`src/rtl/grip_lift_sequencer_pkg.sv`:
```
// Shared constants for the grip/lift sequencer and the mission FSM.
// State encoding and default lift duty words live here.
package grip_lift_sequencer_pkg;

  typedef enum logic [2:0] {
    S_IDLE    = 3'd0,
    S_OPEN    = 3'd1,
    S_LOWER   = 3'd2,
    S_CLOSE   = 3'd3,
    S_RELEASE = 3'd4,
    S_RAISE   = 3'd5
  } gl_state_t;

  localparam int          TW_DEF        = 24;
  localparam logic [13:0] LIFT_UP_DEF   = 14'h2328;
  localparam logic [13:0] LIFT_DOWN_DEF = 14'h1388;

endpackage

```
`src/rtl/grip_lift_sequencer_if.sv`:
```
// Request/status bundle between the mission FSM (master)
// and the grip/lift sequencer (slave).
interface grip_lift_sequencer_if;

  logic        pick_req;
  logic        drop_req;
  logic        abort;
  logic        box_present;
  logic        claw_close;
  logic [13:0] lift_duty;
  logic        busy;
  logic        done;
  logic        fail;
  logic        reject;
  logic        holding;
  logic [2:0]  state_dbg;

  modport master (
    output pick_req, drop_req, abort, box_present,
    input  claw_close, lift_duty, busy, done, fail,
    input  reject, holding, state_dbg
  );

  modport slave (
    input  pick_req, drop_req, abort, box_present,
    output claw_close, lift_duty, busy, done, fail,
    output reject, holding, state_dbg
  );

endinterface

```
`src/rtl/grip_lift_sequencer_seq_timer.sv`:
```
// Down-counter shared by every timed state: load, count to zero,
// then hold at zero until reloaded.
module seq_timer #(
  parameter int TW = 24
) (
  input  logic          clk,
  input  logic          rst,
  input  logic          load_i,
  input  logic [TW-1:0] val_i,
  output logic          zero_o
);

  logic [TW-1:0] cnt_q, cnt_d;

  always_comb begin
    cnt_d = cnt_q;
    if (load_i) begin
      cnt_d = val_i;
    end else if (cnt_q != '0) begin
      cnt_d = cnt_q - 1'b1;
    end
  end

  always_ff @(posedge clk or posedge rst) begin
    if (rst) begin
      cnt_q <= '0;
    end else begin
      cnt_q <= cnt_d;
    end
  end

  assign zero_o = (cnt_q == '0);

endmodule

```
`src/rtl/grip_lift_sequencer.sv`:
```
// Sequences claw servo and lift PWM through pick-up and drop-off
// manoeuvres on one-shot requests from the mission FSM.
module grip_lift_sequencer
  import grip_lift_sequencer_pkg::*;
#(
  parameter int          TW        = TW_DEF,
  parameter logic [TW-1:0] CLAW_T  = 24'd5_000_000,
  parameter logic [TW-1:0] LIFT_T  = 24'd10_000_000,
  parameter logic [13:0] LIFT_UP   = LIFT_UP_DEF,
  parameter logic [13:0] LIFT_DOWN = LIFT_DOWN_DEF
) (
  input  logic                 clk,
  input  logic                 rst,
  grip_lift_sequencer_if.slave bus
);

  gl_state_t   state_q, state_d;
  logic        claw_q, claw_d;
  logic [13:0] duty_q, duty_d;
  logic        hold_q, hold_d;
  logic        pick_op_q, pick_op_d;
  logic        bad_q, bad_d;
  logic        done_q, done_d;
  logic        fail_q, fail_d;
  logic        rej_q, rej_d;
  logic        pick_q, drop_q;

  logic          t_load;
  logic [TW-1:0] t_val;
  logic          t_zero;

  logic pick_e, drop_e;

  localparam logic [TW-1:0] CLAW_LD = CLAW_T - 1'b1;
  localparam logic [TW-1:0] LIFT_LD = LIFT_T - 1'b1;

  assign pick_e = bus.pick_req & ~pick_q;
  assign drop_e = bus.drop_req & ~drop_q;

  seq_timer #(
    .TW (TW)
  ) u_timer (
    .clk    (clk),
    .rst    (rst),
    .load_i (t_load),
    .val_i  (t_val),
    .zero_o (t_zero)
  );

  always_comb begin
    state_d   = state_q;
    claw_d    = claw_q;
    duty_d    = duty_q;
    hold_d    = hold_q;
    pick_op_d = pick_op_q;
    bad_d     = bad_q;
    done_d    = 1'b0;
    fail_d    = 1'b0;
    rej_d     = 1'b0;
    t_load    = 1'b0;
    t_val     = '0;

    unique case (state_q)
      S_IDLE: begin
        if (pick_e && !hold_q) begin
          state_d   = S_OPEN;
          claw_d    = 1'b0;
          pick_op_d = 1'b1;
          bad_d     = 1'b0;
          t_load    = 1'b1;
          t_val     = CLAW_LD;
        end else if (drop_e && hold_q) begin
          state_d   = S_LOWER;
          duty_d    = LIFT_DOWN;
          pick_op_d = 1'b0;
          bad_d     = 1'b0;
          t_load    = 1'b1;
          t_val     = LIFT_LD;
        end else if (pick_e || drop_e) begin
          rej_d = 1'b1;
        end
      end

      default: begin
        rej_d = pick_e | drop_e;
        // abort leaves claw and holding as they are; only the lift moves
        if (bus.abort && state_q != S_RAISE) begin
          state_d = S_RAISE;
          duty_d  = LIFT_UP;
          bad_d   = 1'b1;
          t_load  = 1'b1;
          t_val   = LIFT_LD;
        end else if (t_zero) begin
          unique case (state_q)
            S_OPEN: begin
              state_d = S_LOWER;
              duty_d  = LIFT_DOWN;
              t_load  = 1'b1;
              t_val   = LIFT_LD;
            end
            S_LOWER: begin
              t_load = 1'b1;
              t_val  = CLAW_LD;
              if (pick_op_q) begin
                state_d = S_CLOSE;
                claw_d  = 1'b1;
              end else begin
                state_d = S_RELEASE;
                claw_d  = 1'b0;
              end
            end
            S_CLOSE: begin
              if (bus.box_present) begin
                state_d = S_RAISE;
                hold_d  = 1'b1;
                duty_d  = LIFT_UP;
                t_load  = 1'b1;
                t_val   = LIFT_LD;
              end else begin
                state_d = S_RELEASE;
                claw_d  = 1'b0;
                bad_d   = 1'b1;
                t_load  = 1'b1;
                t_val   = CLAW_LD;
              end
            end
            S_RELEASE: begin
              state_d = S_RAISE;
              hold_d  = 1'b0;
              duty_d  = LIFT_UP;
              t_load  = 1'b1;
              t_val   = LIFT_LD;
            end
            S_RAISE: begin
              state_d = S_IDLE;
              done_d  = ~bad_q;
              fail_d  = bad_q;
            end
            default: begin
              state_d = S_IDLE;
            end
          endcase
        end
      end
    endcase
  end

  always_ff @(posedge clk or posedge rst) begin
    if (rst) begin
      state_q   <= S_IDLE;
      claw_q    <= 1'b0;
      duty_q    <= LIFT_UP;
      hold_q    <= 1'b0;
      pick_op_q <= 1'b0;
      bad_q     <= 1'b0;
      done_q    <= 1'b0;
      fail_q    <= 1'b0;
      rej_q     <= 1'b0;
      pick_q    <= 1'b0;
      drop_q    <= 1'b0;
    end else begin
      state_q   <= state_d;
      claw_q    <= claw_d;
      duty_q    <= duty_d;
      hold_q    <= hold_d;
      pick_op_q <= pick_op_d;
      bad_q     <= bad_d;
      done_q    <= done_d;
      fail_q    <= fail_d;
      rej_q     <= rej_d;
      pick_q    <= bus.pick_req;
      drop_q    <= bus.drop_req;
    end
  end

  assign bus.claw_close = claw_q;
  assign bus.lift_duty  = duty_q;
  assign bus.busy       = (state_q != S_IDLE);
  assign bus.done       = done_q;
  assign bus.fail       = fail_q;
  assign bus.reject     = rej_q;
  assign bus.holding    = hold_q;
  assign bus.state_dbg  = state_q;

endmodule
```
`src/flat_wrapper.sv`:
```
// flat-port wrapper written by rule: the top's interface ports become plain ports
module grip_lift_sequencer_flat import grip_lift_sequencer_pkg::*;
#(
  parameter int          TW        = TW_DEF,
  parameter logic [TW-1:0] CLAW_T  = 24'd5_000_000,
  parameter logic [TW-1:0] LIFT_T  = 24'd10_000_000,
  parameter logic [13:0] LIFT_UP   = LIFT_UP_DEF,
  parameter logic [13:0] LIFT_DOWN = LIFT_DOWN_DEF
)
  (clk, rst, bus_pick_req, bus_drop_req, bus_abort, bus_box_present, bus_claw_close, bus_lift_duty, bus_busy, bus_done, bus_fail, bus_reject, bus_holding, bus_state_dbg);
  grip_lift_sequencer_if bus_i ();
  input  logic clk;
  input  logic rst;
  input wire logic [$bits(bus_i.pick_req)-1:0] bus_pick_req;
  input wire logic [$bits(bus_i.drop_req)-1:0] bus_drop_req;
  input wire logic [$bits(bus_i.abort)-1:0] bus_abort;
  input wire logic [$bits(bus_i.box_present)-1:0] bus_box_present;
  output wire logic [$bits(bus_i.claw_close)-1:0] bus_claw_close;
  output wire logic [$bits(bus_i.lift_duty)-1:0] bus_lift_duty;
  output wire logic [$bits(bus_i.busy)-1:0] bus_busy;
  output wire logic [$bits(bus_i.done)-1:0] bus_done;
  output wire logic [$bits(bus_i.fail)-1:0] bus_fail;
  output wire logic [$bits(bus_i.reject)-1:0] bus_reject;
  output wire logic [$bits(bus_i.holding)-1:0] bus_holding;
  output wire logic [$bits(bus_i.state_dbg)-1:0] bus_state_dbg;
  assign bus_i.pick_req = bus_pick_req;
  assign bus_i.drop_req = bus_drop_req;
  assign bus_i.abort = bus_abort;
  assign bus_i.box_present = bus_box_present;
  assign bus_claw_close = bus_i.claw_close;
  assign bus_lift_duty = bus_i.lift_duty;
  assign bus_busy = bus_i.busy;
  assign bus_done = bus_i.done;
  assign bus_fail = bus_i.fail;
  assign bus_reject = bus_i.reject;
  assign bus_holding = bus_i.holding;
  assign bus_state_dbg = bus_i.state_dbg;
  grip_lift_sequencer #(.TW(TW), .CLAW_T(CLAW_T), .LIFT_T(LIFT_T), .LIFT_UP(LIFT_UP), .LIFT_DOWN(LIFT_DOWN)) u_core (.clk(clk), .rst(rst), .bus(bus_i));
endmodule
```
`config.mk`:
```
export PLATFORM = sky130hd
export DESIGN_NAME = grip_lift_sequencer_flat
export DESIGN_NICKNAME = d
export VERILOG_FILES = /design/src/rtl/grip_lift_sequencer_pkg.sv /design/src/rtl/grip_lift_sequencer_if.sv /design/src/rtl/grip_lift_sequencer_seq_timer.sv /design/src/rtl/grip_lift_sequencer.sv /design/src/flat_wrapper.sv
export SDC_FILE = /design/constraint.sdc
export NUM_CORES = 1
export LEC_CHECK = 0
export ABC_AREA = 1
export CORE_MARGIN = 2
export CORE_UTILIZATION = 30
export DETAILED_ROUTE_END_ITERATION = 10
export HOLD_SLACK_MARGIN = 0.08
export PLACE_DENSITY = 0.52
export SLEW_MARGIN = 20
export SYNTH_ARGS = -nofsm -noshare
export SYNTH_HDL_FRONTEND = slang
export SYNTH_SLANG_ARGS = --single-unit
```
`constraint.sdc`:
```
create_clock -name clk -period 2.6 [get_ports clk]
set_input_delay 0.65 -clock clk [delete_from_list [all_inputs] [get_ports clk]]
set_output_delay 0.65 -clock clk [all_outputs]
set_load 0.005 [all_outputs]
```
==> reports/summary.txt, run 1 <==
CTS
--------------------------------------------------------------------------------------
Resized cells post-CTS                                                               0
Clock buffers created by TritonCTS                                                   5
CTS clock-pin slew for the worst setup and hold paths                          0.08 ns
Buffer type at the clock tree root                                            clkbuf_8
CTS H-Tree Depth                                                                     2
Bufs on Longest Clock Path                                                           2
Number of hold buffers added after cts                                               0
Clock tree from TritonCTS                                                         done
Insertion delay of the later-clocked pin in the worst-skew pair                0.29 ns
Setup Fix Bufs, Post-CTS                                                             0
Sink Count                                                                          38

TIMING
--------------------------------------------------------------------------------------
Headroom to the max-slew limit                                                   0.659
Worst Max-Slew Pin Slew                                                       0.512 ns
RSZ-0062 raised after global routing                                             false
Min Tclk post-route                                                            2.39 ns
Total count of max-transition violations in the final report                         0
Period utilisation layout                                                        0.919
Aggregate negative setup slack                                                    0 ns
Setup-failing EPs final                                                              0
Setup skew after layout                                                     0.00646 ns
Maximum clock frequency                                                      0.418 GHz
Hold violation total from the final report                                           0

FLOORPLAN
--------------------------------------------------------------------------------------
I/O pin count                                                                       29
Row cnt                                                                             32
Area of the core                                                             7730 um^2
Area of the die                                                              8740 um^2
Die extent in x                                                                93.5 um
Starting utilization of the core area                                            0.311
Die Height                                                                     93.5 um

ROUTING
--------------------------------------------------------------------------------------
Routed WL                                                                      5.77 mm
Wirelength per Cell                                                            12.5 um
Routed Antenna Nets                                                                  0
Average via count per standard cell                                               4.61
Iter 0 DRT Violations                                                               79
DRC violation count after routing                                                    0
Total via count in the routed design                                              2122
Pre-antenna DRT Iters                                                                4

LOGIC SYNTHESIS
--------------------------------------------------------------------------------------
Synth warnings                                                                       0
Most used flip-flop cell after synthesis                                       dfrtp_1
Synth area leaders                                                        dfrtp_1 39%, nand2_1 12%, nor2_1 9.1%, nand3_1 6.5%, inv_1 5.2%
Post-synthesis instance total                                                      336
Proportion of netlist area held by the largest area contributor                  0.385
Number of flip-flops and latches in the synthesized netlist                         38
Post-synth top cells                                                      79 x nand2_1, 58 x nor2_1, 37 x dfrtp_1, 33 x inv_1, 31 x nand3_1
Number of flops mapped to enable cells by yosys                                      0
Proportion of synthesized flip-flops having asynchronous set or reset             1.00
Dominant cell type by area after synthesis                                     dfrtp_1
Sequential element share of the synthesized area                                 0.396
Number of distinct standard cells referenced by the synthesized netlist             31
Avg Cell Area, Syn                                                           7.15 um^2
Library cell with the highest instance count after synthesis                   nand2_1
Mapped Area                                                                  2400 um^2

PLACED DESIGN
--------------------------------------------------------------------------------------
Half-perimeter wire length of the detailed placement result                    4.34 mm
Port buffer count                                                                   18
Global placer's final weighted congestion                                        0.864
Total instance count after detailed placement                                      452
Total cell area at the placement stage                                       2670 um^2

GRT
--------------------------------------------------------------------------------------
Number of antenna violations at the first check in global routing                    0
Largest net degree at the start of global routing                                   39
Global route overflow                                                                0
Total global routing track utilization                                           0.147
First-pass GRT wire length                                                     10.1 mm
Vias in the first global route                                                    2102

LAYOUT
--------------------------------------------------------------------------------------
Filler cell count in the final layout                                              828
Share of layout cells above drive strength 1                                    0.0838
Layout Area Growth over Synthesis                                                14.3%
Antenna diodes                                                                       0
Net count reported at finish                                                       365
Final Cell Area                                                              2750 um^2
Final instance count without filler cells                                          460

SETUP PATH
--------------------------------------------------------------------------------------
Max FO, Critical Path                                                               12
Critical-path cell with the highest stage delay                                dfrtp_1
Longest individual stage delay on the worst path                               0.58 ns
Crit path capture type                                                      output pin
Crit path cell chain                                                      nor2_1 -> nand2_2 -> clkdlybuf4s50_1
Data arrival time of the critical path                                         1.74 ns
Critical path launch point type                                               register
Category of the critical setup timing path                                     reg2out
Required time of the worst setup path                                          1.95 ns

RUN STATUS
--------------------------------------------------------------------------------------
Run status                                                                   completed

HOLD PATH
--------------------------------------------------------------------------------------
Hold/Removal Path Class                                                        reg2reg

POWER
--------------------------------------------------------------------------------------
Maximum VDD drop                                                                470 uV
Power density cells                                                        823 nW/um^2
Leak                                                                           1.27 nW
Total power after layout                                                     0.00226 W

JOB
--------------------------------------------------------------------------------------
Total of max-cap violations                                                          0

==> where the power goes <==
part	internal (W)	switching, W	leakage, nW
registers	0.000717	0.000138	0.451
clock network	0.000186	0.000218	0.0450
logic	0.000396	0.000605	0.772
==> per-stage QoR <==
stage,util,hold slack [ns],worst slack [ns]
global placement,0.345,0.462,0.393
global route,0.356,0.503,0.0858
detailed placement,0.345,0.464,0.351
CTS,0.356,0.475,0.211
finish,0.356,0.467,0.210
floorplan,-,0.424,0.968
==> critical path: cells and delay by family (launching register included) <==
family                 cells  cell delay, ns
buffers and inverters      1            0.55
AND/OR/NAND/NOR            2            0.32
flip-flops                 1            0.58
==> logic make-up (layout without fill, tap and decap cells) <==
group / Yosys count / in the layout / synth area share
AND/OR/NAND/NOR: 193 / 193 / 0.358
buffers and inverters: 54 / 68 / 0.110
flip-flops: 38 / 38 / 0.396
AO/OA/AOI/OAI: 36 / 36 / 0.0822
XOR/XNOR: 11 / 11 / 0.0401
adder cells (fa/ha/maj): 2 / 2 / 0.0104
other: 2 / 10 / 0.00312
==> state kept, by name, indices dropped and copies added (netlist names) <==
name,cells
u_core.pick_op_q,1
u_core.bus.claw_close,1
u_core.bus.state_dbg,3
u_core.drop_q,1
u_core.u_timer.cnt_q,24
u_core.bad_q,1
u_core.bus.fail,1
u_core.pick_q,1
u_core.bus.lift_duty,2
u_core.bus.holding,1
u_core.bus.reject,1
u_core.bus.done,1
==> cell type report <==
type                            count  area (um^2)  share of cell area
Multi-Input combinational cell    252         1220               0.443
Clock inverter                      2         10.0             0.00364
Tap cell                          102          128              0.0464
Clock buffer                        6         72.6              0.0264
Timing Repair Buffer               23          230              0.0838
Inverter                           37          139              0.0505
Sequential cell                    38          952               0.347
==> layout by cell type, fill, tap and decap left out, types with 4 or more instances in the layout <==
cell type	synthesis	routed
nor2_1	58	58
nor2_2	5	5
dfrtp_1	37	37
clkdlybuf4s50_1	0	18
nand4_1	7	7
o21ai_0	10	10
nand2_1	79	79
inv_1	33	33
xor2_1	8	8
buf_4	14	4
conb_1	2	10
inv_2	4	4
nand3_1	31	31
clkbuf_8	0	5
nand3b_1	5	5
a21oi_1	17	17
==> path summary, 6_finish.rpt <==
path                            slack [ns]                  endpoint               startpoint  depth (start not counted)
worst max-delay path                  0.21                  bus_busy  u_core.bus.state_dbg[0]                          3
worst min-delay path                  0.47           u_core.bus.done             u_core.bad_q                          1
worst max register to register        0.50  u_core.u_timer.cnt_q[12]  u_core.u_timer.cnt_q[0]                         13
worst min register to register        0.47           u_core.bus.done             u_core.bad_q                          1
max in group asynchronous             1.45   u_core.bus.lift_duty[5]                      rst                          3
min in group asynchronous             0.79  u_core.u_timer.cnt_q[16]                      rst                          3
==> metal layers <==
metal	global-route usage	share of wire	vias to the layer above
li1	-	-	1089
met1	0.182	0.46	984
met2	0.255	0.50	43
met3	0.0290	0.038	6
met4	0.0466	0.011	0
met5	0	0	-
(Power assumes the default switching activity.)
==> run 2, diff against run 1 <==
--- a/config.mk
+++ b/config.mk
@@ -8,6 +8,7 @@
 export ABC_AREA = 1
 export CORE_MARGIN = 2
 export CORE_UTILIZATION = 30
+export CTS_BUF_LIST = sky130_fd_sc_hd__clkbuf_16
 export DETAILED_ROUTE_END_ITERATION = 10
 export HOLD_SLACK_MARGIN = 0.08
 export PLACE_DENSITY = 0.52
==> reports/summary.txt, run 2 (same netlist as run 1, synthesis figures left out) <==
RUN STATUS
--------------------------------------------------------------------------------
Run status                                                             completed

ROUTING
--------------------------------------------------------------------------------
Wirelength per Cell                                                      12.5 um
Pre-antenna DRT Iters                                                          4
Total via count in the routed design                                        2133
Routed WL                                                                5.76 mm
DRC violation count after routing                                              0
Routed Antenna Nets                                                            0
Average via count per standard cell                                         4.64
Iter 0 DRT Violations                                                         85

TIMING
--------------------------------------------------------------------------------
Worst Max-Slew Pin Slew                                                 0.511 ns
Total count of max-transition violations in the final report                   0
RSZ-0062 raised after global routing                                       false
Hold violation total from the final report                                     0
Final Worst Setup Slack                                                 0.229 ns
Setup-failing EPs final                                                        0
Headroom to the max-slew limit                                             0.659
Aggregate negative setup slack                                              0 ns
Min Tclk post-route                                                      2.37 ns
Maximum clock frequency                                                0.422 GHz
Period utilisation layout                                                  0.912
Setup skew after layout                                               0.00488 ns

FLOORPLAN
--------------------------------------------------------------------------------
Row cnt                                                                       32
Die Height                                                               93.5 um
Area of the die                                                        8740 um^2
I/O pin count                                                                 29
Area of the core                                                       7730 um^2
Starting utilization of the core area                                      0.311
Die extent in x                                                          93.5 um

CTS
--------------------------------------------------------------------------------
Clock tree from TritonCTS                                                   done
Sink Count                                                                    38
CTS H-Tree Depth                                                               2
Number of hold buffers added after cts                                         0
Bufs on Longest Clock Path                                                     2
Clock buffers created by TritonCTS                                             5
Buffer type at the clock tree root                                     clkbuf_16
Resized cells post-CTS                                                         0
CTS clock-pin slew for the worst setup and hold paths                    0.06 ns
Insertion delay of the later-clocked pin in the worst-skew pair          0.28 ns
Setup Fix Bufs, Post-CTS                                                       0

SETUP PATH
--------------------------------------------------------------------------------
Max FO, Critical Path                                                         12
Reg2Reg Depth                                                                 13
Critical-path cell with the highest stage delay                          dfrtp_1
Crit path cell chain                                                nor2_1 -> nand2_2 -> clkdlybuf4s50_1
Worst reg2reg path endpoint                                         u_core.u_timer.cnt_q[22]
Logic depth of the worst path, buffers included                                3
Required time of the worst setup path                                    1.95 ns
RR Startpoint                                                       u_core.u_timer.cnt_q[0]
Data arrival time of the critical path                                   1.72 ns
Critical path launch point type                                         register
Category of the critical setup timing path                               reg2out
Longest individual stage delay on the worst path                         0.57 ns
Crit path capture type                                                output pin
Kind of cell adding the most delay to the critical path               flip-flops
Register-to-register setup slack                                         0.51 ns
Crit path buf inv count                                                        1

LAYOUT
--------------------------------------------------------------------------------
Antenna diodes                                                                 0
Final Cell Area                                                        2800 um^2
Layout Area Growth over Synthesis                                          16.7%
Filler cell count in the final layout                                        813
Commonest cells after routing, fill and taps aside                  79 x nand2_1, 58 x nor2_1, 37 x dfrtp_1
Max FFs per register                                                          24
Net count reported at finish                                                 365
Share of layout cells above drive strength 1                              0.0838
Top register by number of flip-flops                                u_core.u_timer.cnt_q
Most common cell after layout, fill and taps aside                       nand2_1
Final cell utilization of the core                                         0.363

GRT
--------------------------------------------------------------------------------
Number of antenna violations at the first check in global routing              0
First-pass GRT wire length                                               10.1 mm
Total global routing track utilization                                     0.147
Vias in the first global route                                              2127
Global route overflow                                                          0
Largest net degree at the start of global routing                             39

PLACED DESIGN
--------------------------------------------------------------------------------
Half-perimeter wire length of the detailed placement result              4.34 mm
Dpl ws                                                                  0.351 ns
Global placer's final weighted congestion                                  0.864
Total cell area at the placement stage                                 2670 um^2
Port buffer count                                                             18

JOB
--------------------------------------------------------------------------------
Total of max-cap violations                                                    0

POWER
--------------------------------------------------------------------------------
Power density cells                                                  870 nW/um^2
Leak                                                                     1.30 nW
Maximum VDD drop                                                          473 uV

HOLD PATH
--------------------------------------------------------------------------------
End point of the worst hold path                                    u_core.bus.done
Hold/Removal Path Class                                                  reg2reg
Number of instances on the worst hold path                                     1
Start point of the worst hold path                                  u_core.bad_q

## run 2: changes by cell type in the layout (fill, tap and decap cells not counted)
cell / before / now
clkbuf_8: 5 / 0
inv_1: 33 / 34
clkbuf_1: 1 / 0
clkbuf_16: 0 / 5
## run 2: stage by stage
stage	power, W	instances	hold slack [ns]
after floorplan	0.00157	344	0.424
after global placement	0.00186	452	0.462
after detailed placement	0.00187	452	0.464
after CTS	0.00247	460	0.472
after global routing	0.00264	460	0.499
final	0.00244	460	0.464
## run 2: worst max path at each step
stage	startpoint	endpoint
after global routing	u_core.bus.state_dbg[0]	bus_busy
after global placement	bus_pick_req	u_core.u_timer.cnt_q[21]
after detailed placement	bus_pick_req	u_core.u_timer.cnt_q[12]
after CTS	u_core.bus.state_dbg[0]	bus_busy
after floorplan	bus_pick_req	u_core.u_timer.cnt_q[11]
final	u_core.bus.state_dbg[0]	bus_busy
## run 2: cell type report
class | instances | area [um^2] | area share
Multi-Input combinational cell | 252 | 1220 | 0.434
Sequential cell | 38 | 952 | 0.340
Timing Repair Buffer | 23 | 230 | 0.0821
Inverter | 37 | 139 | 0.0495
Tap cell | 102 | 128 | 0.0455
Clock buffer | 5 | 125 | 0.0446
Clock inverter | 3 | 13.8 | 0.00491
## run 2: where the power goes
group          total, W  internal, W  switching [W]  leakage (nW)
registers      0.000857     0.000719       0.000139         0.451
logic           0.00100     0.000396       0.000604         0.772
clock network  0.000583     0.000348       0.000235        0.0748
total           0.00244      0.00146       0.000977          1.30
## run 2: metal layers
layer | up-vias | share of wire | global-route usage
met5 | - | 0 | 0
met4 | 0 | 0.013 | 0.0466
met3 | 6 | 0.039 | 0.0266
met2 | 53 | 0.50 | 0.258
met1 | 982 | 0.45 | 0.182
li1 | 1092 | - | -
## run 2: worst reg2reg max path, cell delays in order, from the launching register on
cell,delay [ns]
dfrtp_1,0.38
inv_1,0.11
ha_1,0.16
inv_1,0.07
nor2_1,0.13
nand2_1,0.06
nor2_1,0.09
nand2_1,0.07
nor2_2,0.13
nand3_2,0.27
nand2_4,0.23
nor2_4,0.05
buf_12,0.14
a21oi_1,0.13
==> run 3, diff against run 2 <==
--- a/config.mk
+++ b/config.mk
@@ -10,8 +10,9 @@
 export CORE_UTILIZATION = 30
 export CTS_BUF_LIST = sky130_fd_sc_hd__clkbuf_16
 export DETAILED_ROUTE_END_ITERATION = 10
+export DONT_BUFFER_PORTS = 1
 export HOLD_SLACK_MARGIN = 0.08
-export PLACE_DENSITY = 0.52
+export PLACE_DENSITY = 0.48
 export SLEW_MARGIN = 20
 export SYNTH_ARGS = -nofsm -noshare
 export SYNTH_HDL_FRONTEND = slang
==> reports/summary.txt, run 3 (same netlist as run 1, synthesis figures left out) <==
FLOORPLAN
--------------------------------------------------------------------------------
Die Height                                                               93.5 um
Row cnt                                                                       32
I/O pin count                                                                 29
Starting utilization of the core area                                      0.311
Area of the core                                                       7730 um^2
Area of the die                                                        8740 um^2
Die extent in x                                                          93.5 um

SETUP PATH
--------------------------------------------------------------------------------
Crit path buf inv count                                                        2
Max FO, Critical Path                                                         11
RR Startpoint                                                       u_core.u_timer.cnt_q[0]
Crit path from                                                      u_core.u_timer.cnt_q[0]
Crit path to                                                        u_core.bus.claw_close
Crit path cell chain                                                inv_1 -> ha_1 -> inv_1 -> nor2_1 -> nand2_1 -> nor2_1 -> nand3_1 -> nor2_1 -> o21bai_1 -> nand2_1 -> o21ai_0
Crit path capture type                                                  register
Logic depth of the worst path, buffers included                               11
Critical-path cell with the highest stage delay                          nand3_1
Worst reg2reg path endpoint                                         u_core.bus.claw_close
Cell type with the highest occurrence count on the critical path          nor2_1
Required time of the worst setup path                                    2.74 ns
Critical path launch point type                                         register
Register-to-register setup slack                                         0.47 ns
Reg2Reg Depth                                                                 11
Category of the critical setup timing path                               reg2reg
Longest individual stage delay on the worst path                         0.39 ns
Kind of cell adding the most delay to the critical path             simple AND/OR/NAND/NOR gates
Data arrival time of the critical path                                   2.27 ns

GRT
--------------------------------------------------------------------------------
Global route overflow                                                          0
First-pass GRT wire length                                               9.79 mm
Largest net degree at the start of global routing                             39
Total global routing track utilization                                     0.142
Number of antenna violations at the first check in global routing              0
Vias in the first global route                                              2015

LAYOUT
--------------------------------------------------------------------------------
Max FFs per register                                                          24
Top register by number of flip-flops                                u_core.u_timer.cnt_q
Share of layout cells above drive strength 1                              0.0774
Net count reported at finish                                                 343
Combined area of the multi-input logic cells                           1220 um^2
Antenna diodes                                                                 0
Storage element area                                                    952 um^2
Filler cell count in the final layout                                        814
Most common cell after layout, fill and taps aside                       nand2_1
Commonest cells after routing, fill and taps aside                  79 x nand2_1, 58 x nor2_1, 37 x dfrtp_1
Final instance count without filler cells                                    438
Final Cell Area                                                        2630 um^2
Layout Area Growth over Synthesis                                          9.47%

TIMING
--------------------------------------------------------------------------------
Maximum clock frequency                                                0.469 GHz
RSZ-0062 raised after global routing                                       false
Aggregate negative setup slack                                              0 ns
Setup-failing EPs final                                                        0
Period utilisation layout                                                  0.819
Worst Max-Slew Pin Slew                                                 0.576 ns
Headroom to the max-slew limit                                             0.615
Total count of max-transition violations in the final report                   0
Setup skew after layout                                               0.00350 ns
Min Tclk post-route                                                      2.13 ns
Hold violation total from the final report                                     0

CTS
--------------------------------------------------------------------------------
Insertion delay of the later-clocked pin in the worst-skew pair          0.28 ns
Number of hold buffers added after cts                                         0
Buffer type at the clock tree root                                     clkbuf_16
CTS H-Tree Depth                                                               2
Clock tree from TritonCTS                                                   done
Resized cells post-CTS                                                         0
Clock buffers created by TritonCTS                                             5
Bufs on Longest Clock Path                                                     2
Setup Fix Bufs, Post-CTS                                                       0
Sink Count                                                                    38
CTS clock-pin slew for the worst setup and hold paths                    0.06 ns

HOLD PATH
--------------------------------------------------------------------------------
Hold/Removal Path Class                                                 in2async

POWER
--------------------------------------------------------------------------------
Net Sw Frac                                                                0.384
Internal                                                               0.00154 W
Part of the total power dissipated in combinational logic                  0.342
Clk network pwr share                                                      0.312
Power density cells                                                  952 nW/um^2
NetSw                                                                 0.000962 W
Flop pwr share                                                             0.346
Maximum VDD drop                                                          466 uV
Leak                                                                     1.22 nW

ROUTING
--------------------------------------------------------------------------------
Pre-antenna DRT Iters                                                          4
Routed Antenna Nets                                                            0
DRC violation count after routing                                              0
Routed WL                                                                5.68 mm
Average via count per standard cell                                         4.66
Total via count in the routed design                                        2039
Wirelength per Cell                                                      13.0 um
Iter 0 DRT Violations                                                         86

PLACED DESIGN
--------------------------------------------------------------------------------
Total instance count after detailed placement                                430
Half-perimeter wire length of the detailed placement result              4.27 mm
Total cell area at the placement stage                                 2440 um^2
Global placer's final weighted congestion                                  0.832
Port buffer count                                                              0

RUN STATUS
--------------------------------------------------------------------------------
Run status                                                             completed

JOB
--------------------------------------------------------------------------------
Total of max-cap violations                                                    0

## run 3: worst min-delay path by stage
stage,end,depth (start not counted),from
2_1_floorplan,u_core.bus.done,1,u_core.bad_q
5_1_grt,u_core.pick_q,0,bus_pick_req
6_report,u_core.bus.fail,2,rst
4_1_cts,u_core.drop_q,0,bus_drop_req
3_3_place_gp,u_core.bus.done,1,u_core.bad_q
3_5_place_dp,u_core.bus.done,1,u_core.bad_q
## run 3: metrics by stage
stage	utilization	power [W]	hold WS [ns]	worst slack, ns
after global routing	0.341	0.00271	0.383	0.214
after global placement	0.316	0.00173	0.457	0.495
after floorplan	-	0.00157	0.424	0.968
after CTS	0.341	0.00254	0.388	0.458
final	0.341	0.00250	0.377	0.470
after detailed placement	0.316	0.00174	0.459	0.461
## run 3: final cells by class
class,instances,share of cell area
Tap cell,102,0.0485
Clock inverter,3,0.0243
Inverter,37,0.0528
Multi-Input combinational cell,252,0.462
Sequential cell,38,0.362
Clock buffer,5,0.0476
Timing Repair Buffer,1,0.00285
## run 3: power groups by stage
stage	clock network (W)	logic, W	registers, W
finish	0.000781	0.000856	0.000868
global placement	0	0.000853	0.000877
global route	0.000827	0.000991	0.000888
floorplan	0	0.000751	0.000817
detailed placement	0	0.000857	0.000879
CTS	0.000803	0.000864	0.000869
## run 3: worst reg2reg max path, cell delays in order, from the launching register on
cell	delay [ns]
dfrtp_1	0.38
inv_1	0.11
ha_1	0.16
inv_1	0.06
nor2_1	0.12
nand2_1	0.06
nor2_1	0.09
nand3_1	0.39
nor2_1	0.23
o21bai_1	0.22
nand2_1	0.10
o21ai_0	0.07
## run 3: layer usage
layer,vias up,share of wire,track usage
met3,4,0.041,0.0306
met1,948,0.46,0.175
met2,42,0.49,0.248
li1,1045,-,-
met5,-,0,0
met4,0,0.0090,0.0453
